**src/rtl/pixel_unpacker_pkg.sv**
```systemverilog
// Shared constants and types for the packed-RGB video stream: frame geometry
// defaults, coordinate widths, byte-lane offsets and RGB field positions.
package pixel_unpacker_pkg;

  localparam int X_SIZE_DEF = 640;
  localparam int Y_SIZE_DEF = 480;
  localparam int X_W        = 10;
  localparam int Y_W        = 9;

  localparam int PIX_W      = 24;
  localparam int WORD_W     = 32;

  // Byte-lane offsets within a 32-bit stream word
  localparam int LANE1_LSB  = 8;
  localparam int LANE2_LSB  = 16;
  localparam int LANE3_LSB  = 24;

  // RGB field positions within a 24-bit pixel (b in the LSB)
  localparam int R_LSB      = 16;
  localparam int G_LSB      = 8;
  localparam int B_LSB      = 0;

  typedef enum logic {
    ST_WAIT_SOF = 1'b0,
    ST_RUN      = 1'b1
  } state_e;

  typedef struct packed {
    logic [7:0] r;
    logic [7:0] g;
    logic [7:0] b;
  } rgb_t;

  function automatic rgb_t to_rgb(input logic [PIX_W-1:0] p);
    rgb_t c;
    c.r = p[R_LSB +: 8];
    c.g = p[G_LSB +: 8];
    c.b = p[B_LSB +: 8];
    return c;
  endfunction

endpackage

```
**src/rtl/pixel_unpacker.sv**
```systemverilog
// Unpacks 4 pixels from every 3 stream words into a one-deep pixel output
// register with x/y coordinates, frame sync on tuser and tlast framing checks.
module pixel_unpacker
  import pixel_unpacker_pkg::*;
#(
  parameter int X_SIZE = X_SIZE_DEF,
  parameter int Y_SIZE = Y_SIZE_DEF
) (
  input  logic              aclk,
  input  logic              aresetn,
  input  logic [WORD_W-1:0] in_stream_tdata,
  input  logic [3:0]        in_stream_tkeep,
  input  logic              in_stream_tlast,
  input  logic              in_stream_tuser,
  input  logic              in_stream_tvalid,
  output logic              in_stream_tready,
  output logic [7:0]        r,
  output logic [7:0]        g,
  output logic [7:0]        b,
  output logic [X_W-1:0]    x,
  output logic [Y_W-1:0]    y,
  output logic              pix_sof,
  output logic              pix_eol,
  output logic              pix_valid,
  input  logic              pix_ready,
  output logic              err_sof,
  output logic              err_tlast
);

  localparam logic [X_W-1:0] X_LAST = X_W'(X_SIZE - 1);
  localparam logic [X_W-1:0] X_PEN  = X_W'(X_SIZE - 2);
  localparam logic [Y_W-1:0] Y_LAST = Y_W'(Y_SIZE - 1);

  state_e            state_q, state_d;
  logic [1:0]        phase_q, phase_d;
  logic [PIX_W-1:0]  res_q, res_d;
  logic [X_W-1:0]    nx_q, nx_d;
  logic [Y_W-1:0]    ny_q, ny_d;
  rgb_t              pix_q, pix_d;
  logic [X_W-1:0]    x_q, x_d;
  logic [Y_W-1:0]    y_q, y_d;
  logic              sof_q, sof_d;
  logic              eol_q, eol_d;
  logic              pix_valid_q, pix_valid_d;
  logic              err_sof_q, err_sof_d;
  logic              err_tlast_q, err_tlast_d;

  logic              load_en;
  logic              word_rdy;
  logic              word_acc;
  logic              restart;
  logic              new_pix;
  logic              tlast_exp;
  logic [PIX_W-1:0]  new_rgb;
  logic [X_W-1:0]    cur_x;
  logic [Y_W-1:0]    cur_y;

  // tkeep carries no information in this format
  logic unused_tkeep;
  assign unused_tkeep = ^in_stream_tkeep;

  always_comb begin
    // NOTE: every comb output gets a default before any branch so no path can leave it unassigned (no latch).
    state_d     = state_q;
    phase_d     = phase_q;
    res_d       = res_q;
    nx_d        = nx_q;
    ny_d        = ny_q;
    pix_d       = pix_q;
    x_d         = x_q;
    y_d         = y_q;
    sof_d       = sof_q;
    eol_d       = eol_q;
    pix_valid_d = pix_valid_q;
    err_sof_d   = 1'b0;
    err_tlast_d = 1'b0;
    load_en     = !pix_valid_q || pix_ready;
    word_rdy    = 1'b0;
    word_acc    = 1'b0;
    restart     = 1'b0;
    new_pix     = 1'b0;
    tlast_exp   = 1'b0;
    new_rgb     = '0;

    case (state_q)
      ST_WAIT_SOF: begin
        word_rdy = 1'b1;
        if (in_stream_tvalid && in_stream_tuser) begin
          word_acc = 1'b1;
          restart  = 1'b1;
          state_d  = ST_RUN;
        end
      end
      ST_RUN: begin
        word_rdy = load_en && (phase_q != 2'd3);
        if (phase_q == 2'd3) begin
          // Fourth pixel of the group comes entirely from the residual
          if (load_en) begin
            new_pix = 1'b1;
            new_rgb = res_q;
            phase_d = 2'd0;
          end
        end else if (in_stream_tvalid && word_rdy) begin
          word_acc = 1'b1;
          if (in_stream_tuser && !(phase_q == 2'd0 && nx_q == '0 && ny_q == '0)) begin
            err_sof_d = 1'b1;
            restart   = 1'b1;
          end else begin
            new_pix   = 1'b1;
            phase_d   = phase_q + 2'd1;
            tlast_exp = (phase_q == 2'd2) && (nx_q == X_PEN);
            case (phase_q)
              2'd0: begin
                new_rgb = in_stream_tdata[PIX_W-1:0];
                res_d   = {16'h0, in_stream_tdata[LANE3_LSB +: 8]};
              end
              2'd1: begin
                new_rgb = {in_stream_tdata[15:0], res_q[7:0]};
                res_d   = {8'h0, in_stream_tdata[LANE2_LSB +: 16]};
              end
              default: begin
                new_rgb = {in_stream_tdata[7:0], res_q[15:0]};
                res_d   = in_stream_tdata[LANE1_LSB +: 24];
              end
            endcase
          end
        end
      end
      default: state_d = ST_WAIT_SOF;
    endcase

    // A frame-start word is always w0 of pixel (0,0); any residual is discarded
    if (restart) begin
      new_pix = 1'b1;
      new_rgb = in_stream_tdata[PIX_W-1:0];
      res_d   = {16'h0, in_stream_tdata[LANE3_LSB +: 8]};
      phase_d = 2'd1;
    end

    cur_x = restart ? '0 : nx_q;
    cur_y = restart ? '0 : ny_q;

    if (word_acc) err_tlast_d = (in_stream_tlast != tlast_exp);

    if (new_pix) begin
      pix_d       = to_rgb(new_rgb);
      x_d         = cur_x;
      y_d         = cur_y;
      sof_d       = (cur_x == '0) && (cur_y == '0);
      eol_d       = (cur_x == X_LAST);
      pix_valid_d = 1'b1;
      if (cur_x == X_LAST) begin
        nx_d = '0;
        ny_d = (cur_y == Y_LAST) ? '0 : cur_y + Y_W'(1);
      end else begin
        nx_d = cur_x + X_W'(1);
        ny_d = cur_y;
      end
    end else if (load_en) begin
      pix_valid_d = 1'b0;
    end
  end

  // NOTE: sequential state uses non-blocking assignments so all flops update together from pre-edge values.
  // NOTE: the pixel datapath is reset too, so outputs read as zero rather than X before the first frame.
  always_ff @(posedge aclk or negedge aresetn) begin
    if (!aresetn) begin
      state_q     <= ST_WAIT_SOF;
      phase_q     <= 2'd0;
      res_q       <= '0;
      nx_q        <= '0;
      ny_q        <= '0;
      pix_q       <= '0;
      x_q         <= '0;
      y_q         <= '0;
      sof_q       <= 1'b0;
      eol_q       <= 1'b0;
      pix_valid_q <= 1'b0;
      err_sof_q   <= 1'b0;
      err_tlast_q <= 1'b0;
    end else begin
      state_q     <= state_d;
      phase_q     <= phase_d;
      res_q       <= res_d;
      nx_q        <= nx_d;
      ny_q        <= ny_d;
      pix_q       <= pix_d;
      x_q         <= x_d;
      y_q         <= y_d;
      sof_q       <= sof_d;
      eol_q       <= eol_d;
      pix_valid_q <= pix_valid_d;
      err_sof_q   <= err_sof_d;
      err_tlast_q <= err_tlast_d;
    end
  end

  assign in_stream_tready = word_rdy;
  assign r         = pix_q.r;
  assign g         = pix_q.g;
  assign b         = pix_q.b;
  assign x         = x_q;
  assign y         = y_q;
  assign pix_sof   = sof_q;
  assign pix_eol   = eol_q;
  assign pix_valid = pix_valid_q;
  assign err_sof   = err_sof_q;
  assign err_tlast = err_tlast_q;

endmodule
```
**config.mk**
```make
export PLATFORM = sky130hd
export DESIGN_NAME = pixel_unpacker
export DESIGN_NICKNAME = d
export VERILOG_FILES = /design/src/rtl/pixel_unpacker_pkg.sv /design/src/rtl/pixel_unpacker.sv
export SDC_FILE = /design/constraint.sdc
export NUM_CORES = 1
export LEC_CHECK = 0
export BUFFER_PORTS_ARGS = -buffer_cell sky130_fd_sc_hd__buf_2
export CAP_MARGIN = 20
export CORE_MARGIN = 4
export CORE_UTILIZATION = 30
export DETAILED_ROUTE_END_ITERATION = 8
export GPL_TIMING_DRIVEN = 0
export PLACE_DENSITY_LB_ADDON = 0.25
export SYNTH_ARGS = -nofsm -noshare
export SYNTH_HDL_FRONTEND = slang
export SYNTH_SLANG_ARGS = --single-unit
```
**constraint.sdc**
```tcl
create_clock -name aclk -period 3.85 [get_ports aclk]
set_input_delay 0 -clock aclk [delete_from_list [all_inputs] [get_ports aclk]]
set_output_delay 0 -clock aclk [all_outputs]
set_load 0.01 [all_outputs]
```
# Yosys cells after proc, flatten, opt, wreduce, memory -nomap -nowiden
# Cells that the tools add are included.
[word_totals] in_bits=42 output_inout_bits=49 elab_cells=101 register_bits=94
[classes] muxes=48 n_eq_ne=12 n_bitwise=1 n_addsub=3 reduce_logical=22
[ops] op="24-bit 2-to-1 mux" count=11
[ops] op="24-bit one-hot mux with 2 select lines" count=2
[ops] op="9-bit 2-to-1 mux" count=3
[ops] op="1-bit 2-to-1 mux" count=21
[ops] op="10-bit == test, second input constant" count=2
[ops] op="10-bit logical NOT" count=2
[ops] op="10-bit 2-to-1 mux" count=2
[ops] op="9-bit logical NOT" count=2
[ops] op="2-bit 2-to-1 mux" count=6
[ops] op="10-bit by 1-bit adder with 10-bit output, second input constant" count=1
[ops] op="9-bit by 1-bit adder with 9-bit output, second input constant" count=1
[ops] op="9-bit == test, second input constant" count=1
[ops] op="1-bit logical AND" count=8
[ops] op="4-bit AND reduction" count=2
[ops] op="2-bit != test, second input constant" count=3
[ops] op="3-bit != test, second input constant" count=2
[ops] op="1-bit one-hot mux with 2 select lines" count=3
[ops] op="2-bit nonzero test" count=3
[ops] op="2-bit == test, second input constant" count=2
[ops] op="3-bit nonzero test" count=1
[ops] op="2-bit by 1-bit adder with 2-bit output, second input constant" count=1
[ops] op="2-bit by 1-bit == test with 1-bit output, second input constant" count=1
[ops] op="1-bit logical NOT" count=2
[ops] op="2-bit logical NOT" count=1
[ops] op="other kinds (3)" count=3

# Depth between registers and ports, before layout
# Gate-level depths: netlist of run 1.
[depth] word_depth=13 mapped_depth=11

# Worst setup path before layout of run 1
# Ideal clock, no wire load.
[synth_path] path_kind="register to register" start="register phase_q[0]" end="register nx_q[1]" slack_ns=1.546 period_less_slack_ns=2.304 path_stages_with_launch=12 setup_time_ns=0.137 path_buffers=2 arrival_ns=2.166 required_time_ns=3.713 path_cell_list="dfrtp_1 > inv_1 > ha_1 > buf_2 > inv_2 > nor4b_4 > a311o_1 > buf_2 > nand2_1 > ha_1 > o21ai_0 > o21ai_0"
[synth_between] elab_chain_cells=12 word_cells_on_any_way=22 classes_between="add/sub (1); eq/ne (3); mux (11); reduce/logical (7)"
[synth_lines] element="start: declaration" line="pixel_unpacker.sv:35" rtl="logic [1:0] phase_q, phase_d;"
[synth_lines] element="start signal: assignment" line="pixel_unpacker.sv:183" rtl="phase_q <= phase_d;"
[synth_lines] element="2-bit logical NOT" line="pixel_unpacker.sv:105" rtl="if (in_stream_tuser && !(phase_q == 2'd0 && nx_q == '0 && ny_q == '0)) begin"
[synth_lines] element="1-bit logical AND (2 in series)" line="pixel_unpacker.sv:105"
[synth_lines] element="1-bit logical NOT" line="pixel_unpacker.sv:105"
[synth_lines] element="1-bit logical AND" line="pixel_unpacker.sv:105"
[synth_lines] element="1-bit 2-to-1 mux" line="pixel_unpacker.sv:105"
[synth_lines] element="1-bit 2-to-1 mux" line="pixel_unpacker.sv:103" rtl="end else if (in_stream_tvalid && word_rdy) begin"
[synth_lines] element="1-bit 2-to-1 mux" line="pixel_unpacker.sv:96" rtl="if (phase_q == 2'd3) begin"
[synth_lines] element="1-bit one-hot mux with 2 select lines" line="pixel_unpacker.sv:85" rtl="case (state_q)"
[synth_lines] element="10-bit 2-to-1 mux" line="pixel_unpacker.sv:140" rtl="cur_x = restart ? '0 : nx_q;"
[synth_lines] element="10-bit by 1-bit adder with 10-bit output / 10-bit == test (equally long branches)" line="pixel_unpacker.sv:156, pixel_unpacker.sv:152"
[synth_lines] element="10-bit 2-to-1 mux" line="pixel_unpacker.sv:152" rtl="if (cur_x == X_LAST) begin"
[synth_lines] element="end signal: assignment" line="pixel_unpacker.sv:185" rtl="nx_q <= nx_d;"
[synth_lines] element="end: declaration" line="pixel_unpacker.sv:37" rtl="logic [X_W-1:0] nx_q, nx_d;"
# Parallel ways exist; a longest one is shown, timed or not.
# A chain may end at the register's enable or synchronous reset.

# Worst setup path after layout of run 1
# Ends and elaborated chain as after synthesis.

==> results.md, run 1 <==
- The flow ran to the end, but the final reports show violations.
- The final reports fail on hold timing.
- Summed over all layers, the routed wires come to 17.1 mm.
- The delay of the slowest cell on the worst path is 0.44 ns.
- The post-CTS clock slew at the launch and capture registers of the worst setup and hold paths is 0.07 ns.
- The via density per instance is 5.48.
- The sum of net half-perimeters after detailed placement is 12.1 mm.
- 0 antenna diodes ended up in the layout.
- Input and output buffers added on the ports amount to 85.
- The first-pass detailed-route iteration total is 5.
- The share of the clock period used by the worst path is 74.1%.
- The number of enable flip-flop cells after synthesis is 0.
- The path class of the tightest hold or removal check is input port to flop.
- The share of the yosys chip area belonging to registers is 47.2%.
- The number of global-route vias before repair is 4,649.
- For the final routed database, the setup TNS stands at 0 ns.
- The congestion estimate from routability-driven global placement came to 0.891.
- The highest fanout seen on the critical path is 10.
- The post-synthesis instance area is 4980 um2.
- The routed length per placed instance is 19.5 um.
- The peak supply drop is 0.310 mV.
- The initial antenna violation count is 1.
- The headroom to the max-slew limit is 45.1%.
- Global routing consumed, over all layers together, 18.1% of the routing resources.
- The setup skew after layout is 0.00713 ns.
- During I/O placement, the number of pins put on the boundary was 91.
- The floorplan step set the die height to 137 um.
- The H-tree depth is 3.
- The buffer cell driving the clock tree root is sky130_fd_sc_hd__clkbuf_16.
- The number of buffers added by the clock tree synthesis step is 9.
- The first global-routing pass estimated 26.4 mm of wire.
- The finished layout holds 875 standard cells, fillers aside.
- The row count is 46.
- The number of buffers between clock root and the deepest sink is 2.
- The total overflow left after global routing is 0.
- The gate count of the mapped netlist is 530.
- The area of the die is 18,700 um2.
- Entering global routing, the biggest net connects 62 pins.
- From synthesis to final layout, the design area changed by 27.0%.
- The start-to-end type of the worst setup path is flop to flop.
- For the worst-skew pair, the clock arrives at the later sink with an insertion delay of 0.34 ns.
- Setup violations remaining at the end of the flow were counted as 0.
- The number of placed instances, taps included is 832.
- The count of instances resized after the clock tree is built is 0.
- Buffers inserted to repair hold after CTS numbered 27.
- The number of fillers in the final layout is 1,603.
- The slowest stage of the critical path is the sky130_fd_sc_hd__nor4b_4 cell.
- The post-placement worst setup slack is 1.03 ns.
- For the worst setup path, the data arrival time is 3.05 ns.
- Once detail routing completed, the nets flagged for antenna violations numbered 0.
- Counting every sink on the clock net gives 94.
- Dividing total power by cell area gives a power density of 721 nW/um2.
- The routed via count is 4,791.
- STA classifies the critical path endpoint as a flop.
- For this configuration, the core starts out at a cell density of 31.0%.
- The core region is 16,100 um2.
- The flop and latch count out of synthesis is 94.
- Setup repair after global routing left no endpoint under its margin.
- Static timing analysis puts the maximum clock frequency at 350 MHz.
- The worst slack on hold paths is -0.00362 ns.
- The final layout contains 702 nets.
- STA classifies the critical path startpoint as a flop.
- Traced cell by cell, the critical path runs through inv_1 -> ha_1 -> buf_2 -> inv_2 -> nor4b_4 -> a311o_1 -> buf_2 -> nand2_1 -> ha_1 -> o21ai_0 -> o21ai_0.
- The library cells used most frequently in the layout, excluding fill and tap cells, are sky130_fd_sc_hd__buf_2, sky130_fd_sc_hd__dfrtp_1, sky130_fd_sc_hd__nand2_1, sky130_fd_sc_hd__o21ai_0, sky130_fd_sc_hd__a22oi_1.
- The standby leakage power is 2.80 nW.
- The number of nets handed over by synthesis was 578.
- In the routed design, unresolved DRC markers number 0.
- The leading cell type in the layout, fill and taps excluded is sky130_fd_sc_hd__buf_2.
- The post-route netlist has 20.3% of its cells at a drive strength greater than 1.
- The count of endpoints failing hold in the final timing report came to 1.
- The most used flip-flop cell after synthesis is sky130_fd_sc_hd__dfrtp_1.
- The data required time of the critical path is 4.04 ns.
- The Yosys step of the flow raised 0 warnings.
- The worst path needs 2.85 ns of the cycle, external delays included.
- The proportion of synthesized flip-flops having asynchronous set or reset is 100%.
- Setup slack closes at 0.995 ns.
- The transition time at the pin with the least slew margin is 0.823 ns.
- TritonCTS built the clock tree.
- In this run the post-CTS setup repair buffer count came out at 0.
- The final count of pins violating max slew came to 0.
- The netlist uses 53 different library cells.
- From left edge to right edge, the die measures 137 um.
- The average instance area after synthesis is 9.39 um2.
- After the first detailed-routing iteration, the DRC count stood at 520.
- The number of maximum-capacitance constraint violations is 0.
## layer usage
metal	vias up	wire length, um	GRT usage, %
met3	23	1100	4.30
met4	2	297	5.65
met2	174	7430	26.0
met5	-	13	0
li1	2227	-	-
met1	2365	8240	26.9
## stage by stage
stage | total power [W] | hold WS (ns) | instance area, um2 | util, %
finish | 0.00456 | -0.00362 | 6320 | 39.4
global route | 0.00485 | 0.00566 | 6320 | 39.4
CTS | 0.00456 | 0.00370 | 6320 | 39.4
detailed placement | 0.00349 | -0.00671 | 5700 | 35.5
global placement | 0.00344 | 0.257 | 5670 | 35.3
floorplan | 0.00277 | -0.296 | 4980 | -
## path summary, 6_finish.rpt
| kind | startpoint | endpoint | slack [ns] | cells past startpoint |
|---|---|---|---|---|
| setup / recovery | phase_q[0] | nx_q[1] | 1.0 | 11 |
| hold / removal | in_stream_tdata[20] | r[4] | -0.004 | 3 |
| setup reg to reg | phase_q[0] | nx_q[1] | 1.0 | 11 |
| hold reg to reg | y[8] | y[8] | 0.48 | 2 |
| max in group asynchronous | aresetn | nx_q[0] | 3.01 | 3 |
| min in group asynchronous | aresetn | pix_eol | 0.16 | 2 |
## power by group
part,leakage (nW),switching [W],internal [W]
Combinational,1.41,0.00126,0.000747
Clock,0.162,0.000401,0.000637
Sequential,1.23,0.000201,0.00131
## critical path: cells and delay by family, from the launching register on
family	cells	cell delay, ns
buffers and inverters	4	0.78
AND/OR/NAND/NOR	2	0.55
AO/OA/AOI/OAI	3	0.52
adder cells (fa/ha/maj)	2	0.44
flip-flops	1	0.41
## cells in the mapped netlist (10+ instances only)
library cell                instances  area [um2]
sky130_fd_sc_hd__o21ai_0           51         255
sky130_fd_sc_hd__nand3_1           11        55.1
sky130_fd_sc_hd__clkbuf_1          26        97.6
sky130_fd_sc_hd__nor3_1            17        85.1
sky130_fd_sc_hd__a22oi_1           49         368
sky130_fd_sc_hd__nor2_1            10        37.5
sky130_fd_sc_hd__buf_2             16        80.1
sky130_fd_sc_hd__nand2_1           76         285
sky130_fd_sc_hd__o31ai_1           17         128
sky130_fd_sc_hd__a21oi_1           24         120
sky130_fd_sc_hd__dfrtp_1           94        2350
sky130_fd_sc_hd__a2bb2oi_1         15         131
sky130_fd_sc_hd__o21ai_1           10        50.1
sky130_fd_sc_hd__a22o_1            17         149
## cell families (layout without fill, tap and decap cells)
group / after synthesis / after routing / share of synthesized area [%]
AO/OA/AOI/OAI: 211 / 211 / 29.5
AND/OR/NAND/NOR: 153 / 153 / 15.1
XOR/XNOR: 2 / 2 / 0.352
flip-flops: 94 / 94 / 47.2
adder cells (fa/ha/maj): 6 / 6 / 1.51
multiplexers: 4 / 4 / 0.880
buffers and inverters: 60 / 189 / 5.38
## sequential cells by signal (all words and copies together), names as in the netlist
signal,flops
res_q,24
nx_q,10
x,10
ny_q,9
y,9
b,8
g,8
r,8
phase_q,2
err_sof,1
err_tlast,1
pix_eol,1
pix_sof,1
pix_valid,1
state_q,1
## cell type report
class / count / area [um2] / area share [%]
plain buffers: 50 / 230 / 3.64
flip-flops and latches: 94 / 2350 / 37.2
repair buffers: 113 / 726 / 11.5
clock buffers: 9 / 225 / 3.56
multi-input cells: 376 / 2360 / 37.3
inverters: 10 / 37.5 / 0.594
clock inverters: 7 / 123 / 1.94
well taps: 216 / 270 / 4.27
Note: power is estimated with default switching activity, not from simulation.
==> inputs of run 2 (changes only) <==
- clock period: 3.85 -> 2.9 ns (I/O delays scaled with it)
==> run 2 against run 1 <==
- the run now ends clean
- non-clock buffer count grew 2
- sequential share of layout area shrank 0.088 points
- clock skew is 0.0016 ns higher
- utilization grew 0.093 points
- flip-flop and latch count is the same
- combinational power is 34% higher
- final cell count is 0.23% higher
- via count down 0.48%
- worst hold slack better by 0.011 ns
- critical endpoint unchanged
- largest power group unchanged
==> results.md, run 2 (synthesis results as in run 1) <==
- The run finished with clean final reports.
- The overall die height is 137 um.
- At the end of routability-driven placement, the weighted congestion stood at 0.891.
- The total of buffers placed on input and output ports is 85.
- In the layout the commonest cells are sky130_fd_sc_hd__buf_2, sky130_fd_sc_hd__dfrtp_1, sky130_fd_sc_hd__nand2_1, sky130_fd_sc_hd__o21ai_0, sky130_fd_sc_hd__a22oi_1.
- The I/O pin total is 91.
- The buffer cell driving the clock tree root is sky130_fd_sc_hd__clkbuf_16.
- The via density per instance is 5.44.
- Clock-pin slew was measured on the worst setup and hold paths at 0.07 ns.
- VDD sags by at most 0.409 mV.
- The number of nets in the layout is 704.
- The number of cells on the worst hold path is 3.
- The share of the clock period used by the worst path is 93.1%.
- The first-pass detailed-route iteration total is 7.
- Across the run, the number of max-cap violations was 0.
- The library cell used most frequently in the layout, excluding fill and tap cells, is sky130_fd_sc_hd__buf_2.
- The detailed router finished its first iteration with 529 violations.
- Counting both buffers and inverters, the worst setup path holds a total of 4.
- The delay of the slowest cell on the worst path is 0.41 ns.
- The die covers 18,700 um2.
- Along the worst path, the maximum fanout reaches 10.
- The flip-flop count of the largest register, all copies and words added is 24.
- The setup skew after layout is 0.00869 ns.
- The residual overflow from global routing is 0.
- Dividing the detail-routed wire length by the instance count gives 19.4 um.
- Global routing consumed, over all layers together, 18.1% of the routing resources.
- The total power divided by cell area is 957 nW/um2.
- Before CTS, the worst setup slack after placement is 0.0824 ns.
- The first global-routing pass estimated 26.4 mm of wire.
- For the worst flop-to-flop path, the logic depth is 11.
- The initial antenna violation count is 1.
- Walking the worst path, the cells encountered are inv_1 -> ha_1 -> buf_2 -> inv_2 -> nor4b_4 -> a311o_1 -> buf_2 -> nand2_1 -> ha_1 -> o21ai_0 -> o21ai_0.
- At the worst endpoint, the required time is 3.09 ns.
- The slowest stage of the critical path belongs to the cell sky130_fd_sc_hd__dfrtp_1.
- The routed via count is 4,768.
- After floorplanning, the core was divided into 46 placement rows.
- The H-tree depth is 3.
- Summed over all nets, wire length on met2 after detailed routing comes to 7.44 mm.
- Counting buffers and inverters, the worst setup path is 11 cells deep.
- The uppermost layer routed is met5.
- In this run the horizontal extent of the chip is 137 um.
- The number of fillers in the final layout is 1,602.
- Setup violations remaining at the end of the flow were counted as 0.
- Detailed placement ended at an HPWL of 12.1 mm.
- Counting flops per register, the top entry is res_q.
- The proportion of layout cells with a drive suffix above 1 is 20.6%.
- The sequential cells in the finished layout cover a total of 2350 um2.
- The clock period could shrink to 2.70 ns.
- The number of antenna diodes in the final layout is 0.
- In this run the static leakage power is 2.81 nW.
- Wire segments on met3 add up to 1.12 mm in the final route.
- The kind of cell adding the most delay to the critical path is buffers and inverters.
- The transition time at the pin with the least slew margin is 0.822 ns.
- The timing-limited maximum frequency is 370 MHz.
- The number of global-route vias before repair is 4,649.
- The worst setup path is launched from a flop.
- From synthesis to final layout, the design area changed by 27.3%.
- The maximum number of pins on one net before global-route repair is 62.
- After clock tree synthesis, the repair step resized 0 gates.
- The wire length after detailed routing is 17.0 mm.
- Data arrives at the worst endpoint at 2.89 ns.
- The category of the worst setup path capture point is a flop.
- After layout, the worst setup slack is 0.201 ns.
- The clock drives 94 sinks.
- The number of buffers added by the clock tree synthesis step is 9.
- In this run the standard cell core region covers 16,100 um2.
- The worst pin sits at a relative slew slack of 45.2%.
- The final count of pins violating max slew was 0.
- The number of buffers between clock root and the deepest sink is 2.
- The multi-input combinational cells in the finished layout cover a total of 2360 um2.
- For this run, design rule violations remaining after detail routing come to 0.
- The count of endpoints failing hold in the final timing report was 0.
- TritonCTS built the clock tree.
- Setup repair after global routing left no endpoint under its margin.
- The initial core utilization is 31.0%.
- The count of nets left with antenna violations after detail routing is 0.
- The start-to-end type of the worst setup path is flop to flop.
- The clock insertion delay at the later pin of the skew report is 0.34 ns.
- The detailed-routing wirelength on met1 is 8.20 mm.
- The tightest min-delay check is of the input port to flop type.
- The aggregate negative setup slack is 0 ns.
## run 2: changes by cell type in the layout (fill, tap and decap cells not counted), sizes merged
cell / delta
buf: +2
## run 2: power breakdown
group          internal [W]  total, W  leakage (nW)  switching [W]
clock network      0.000846   0.00138         0.162       0.000533
registers           0.00174   0.00201          1.23       0.000266
logic               0.00100   0.00267          1.42        0.00167
## run 2: final cells by class
class / count / area share, %
inverter: 10 / 0.592
timing repair buffer: 115 / 11.7
clock inverter: 7 / 1.93
buffer: 50 / 3.63
sequential: 94 / 37.1
multi-input combinational: 376 / 37.2
tap: 216 / 4.26
clock buffer: 9 / 3.55
## run 2: worst paths after layout
check / from / slack [ns] / end
min: in_stream_tdata[20] / 0.008 / r[4]
max in group asynchronous: aresetn / 2.06 / nx_q[0]
min reg2reg: y[8] / 0.48 / y[8]
max reg2reg: phase_q[0] / 0.20 / nx_q[1]
max: phase_q[0] / 0.20 / nx_q[1]
min in group asynchronous: aresetn / 0.16 / pix_eol
## run 2: per-layer routing
| layer | up-vias | GRT usage, % |
|---|---|---|
| met5 | - | 0 |
| met4 | 2 | 5.65 |
| met3 | 25 | 4.30 |
| met2 | 166 | 26.0 |
| met1 | 2343 | 26.9 |
| li1 | 2232 | - |
## run 2: what timing repair did
action | 4_1_cts | 5_1_grt
hold buffers | 27 | 0
endpoints found under the hold margin | 67 | 0
setup buffers | 0 | 2
endpoints found under the setup margin | 0 | 2
## run 2: worst register-to-register path, delay by kind of cell, from the launching register on
family	cells	cell delay, ns
adder cells (fa/ha/maj)	2	0.44
flip-flops	1	0.41
AND/OR/NAND/NOR	2	0.44
AO/OA/AOI/OAI	3	0.48
buffers and inverters	4	0.78
## run 2: stage by stage
stage | hold slack, ns | cells | total power (W) | instance area [um2] | utilization (%)
global placement | 0.257 | 831 | 0.00457 | 5670 | 35.3
finish | 0.00751 | 877 | 0.00606 | 6340 | 39.5
floorplan | -0.296 | 530 | 0.00368 | 4980 | -
CTS | 0.00370 | 875 | 0.00605 | 6320 | 39.4
global route | 0.00566 | 877 | 0.00645 | 6340 | 39.5
detailed placement | -0.00671 | 832 | 0.00463 | 5700 | 35.5
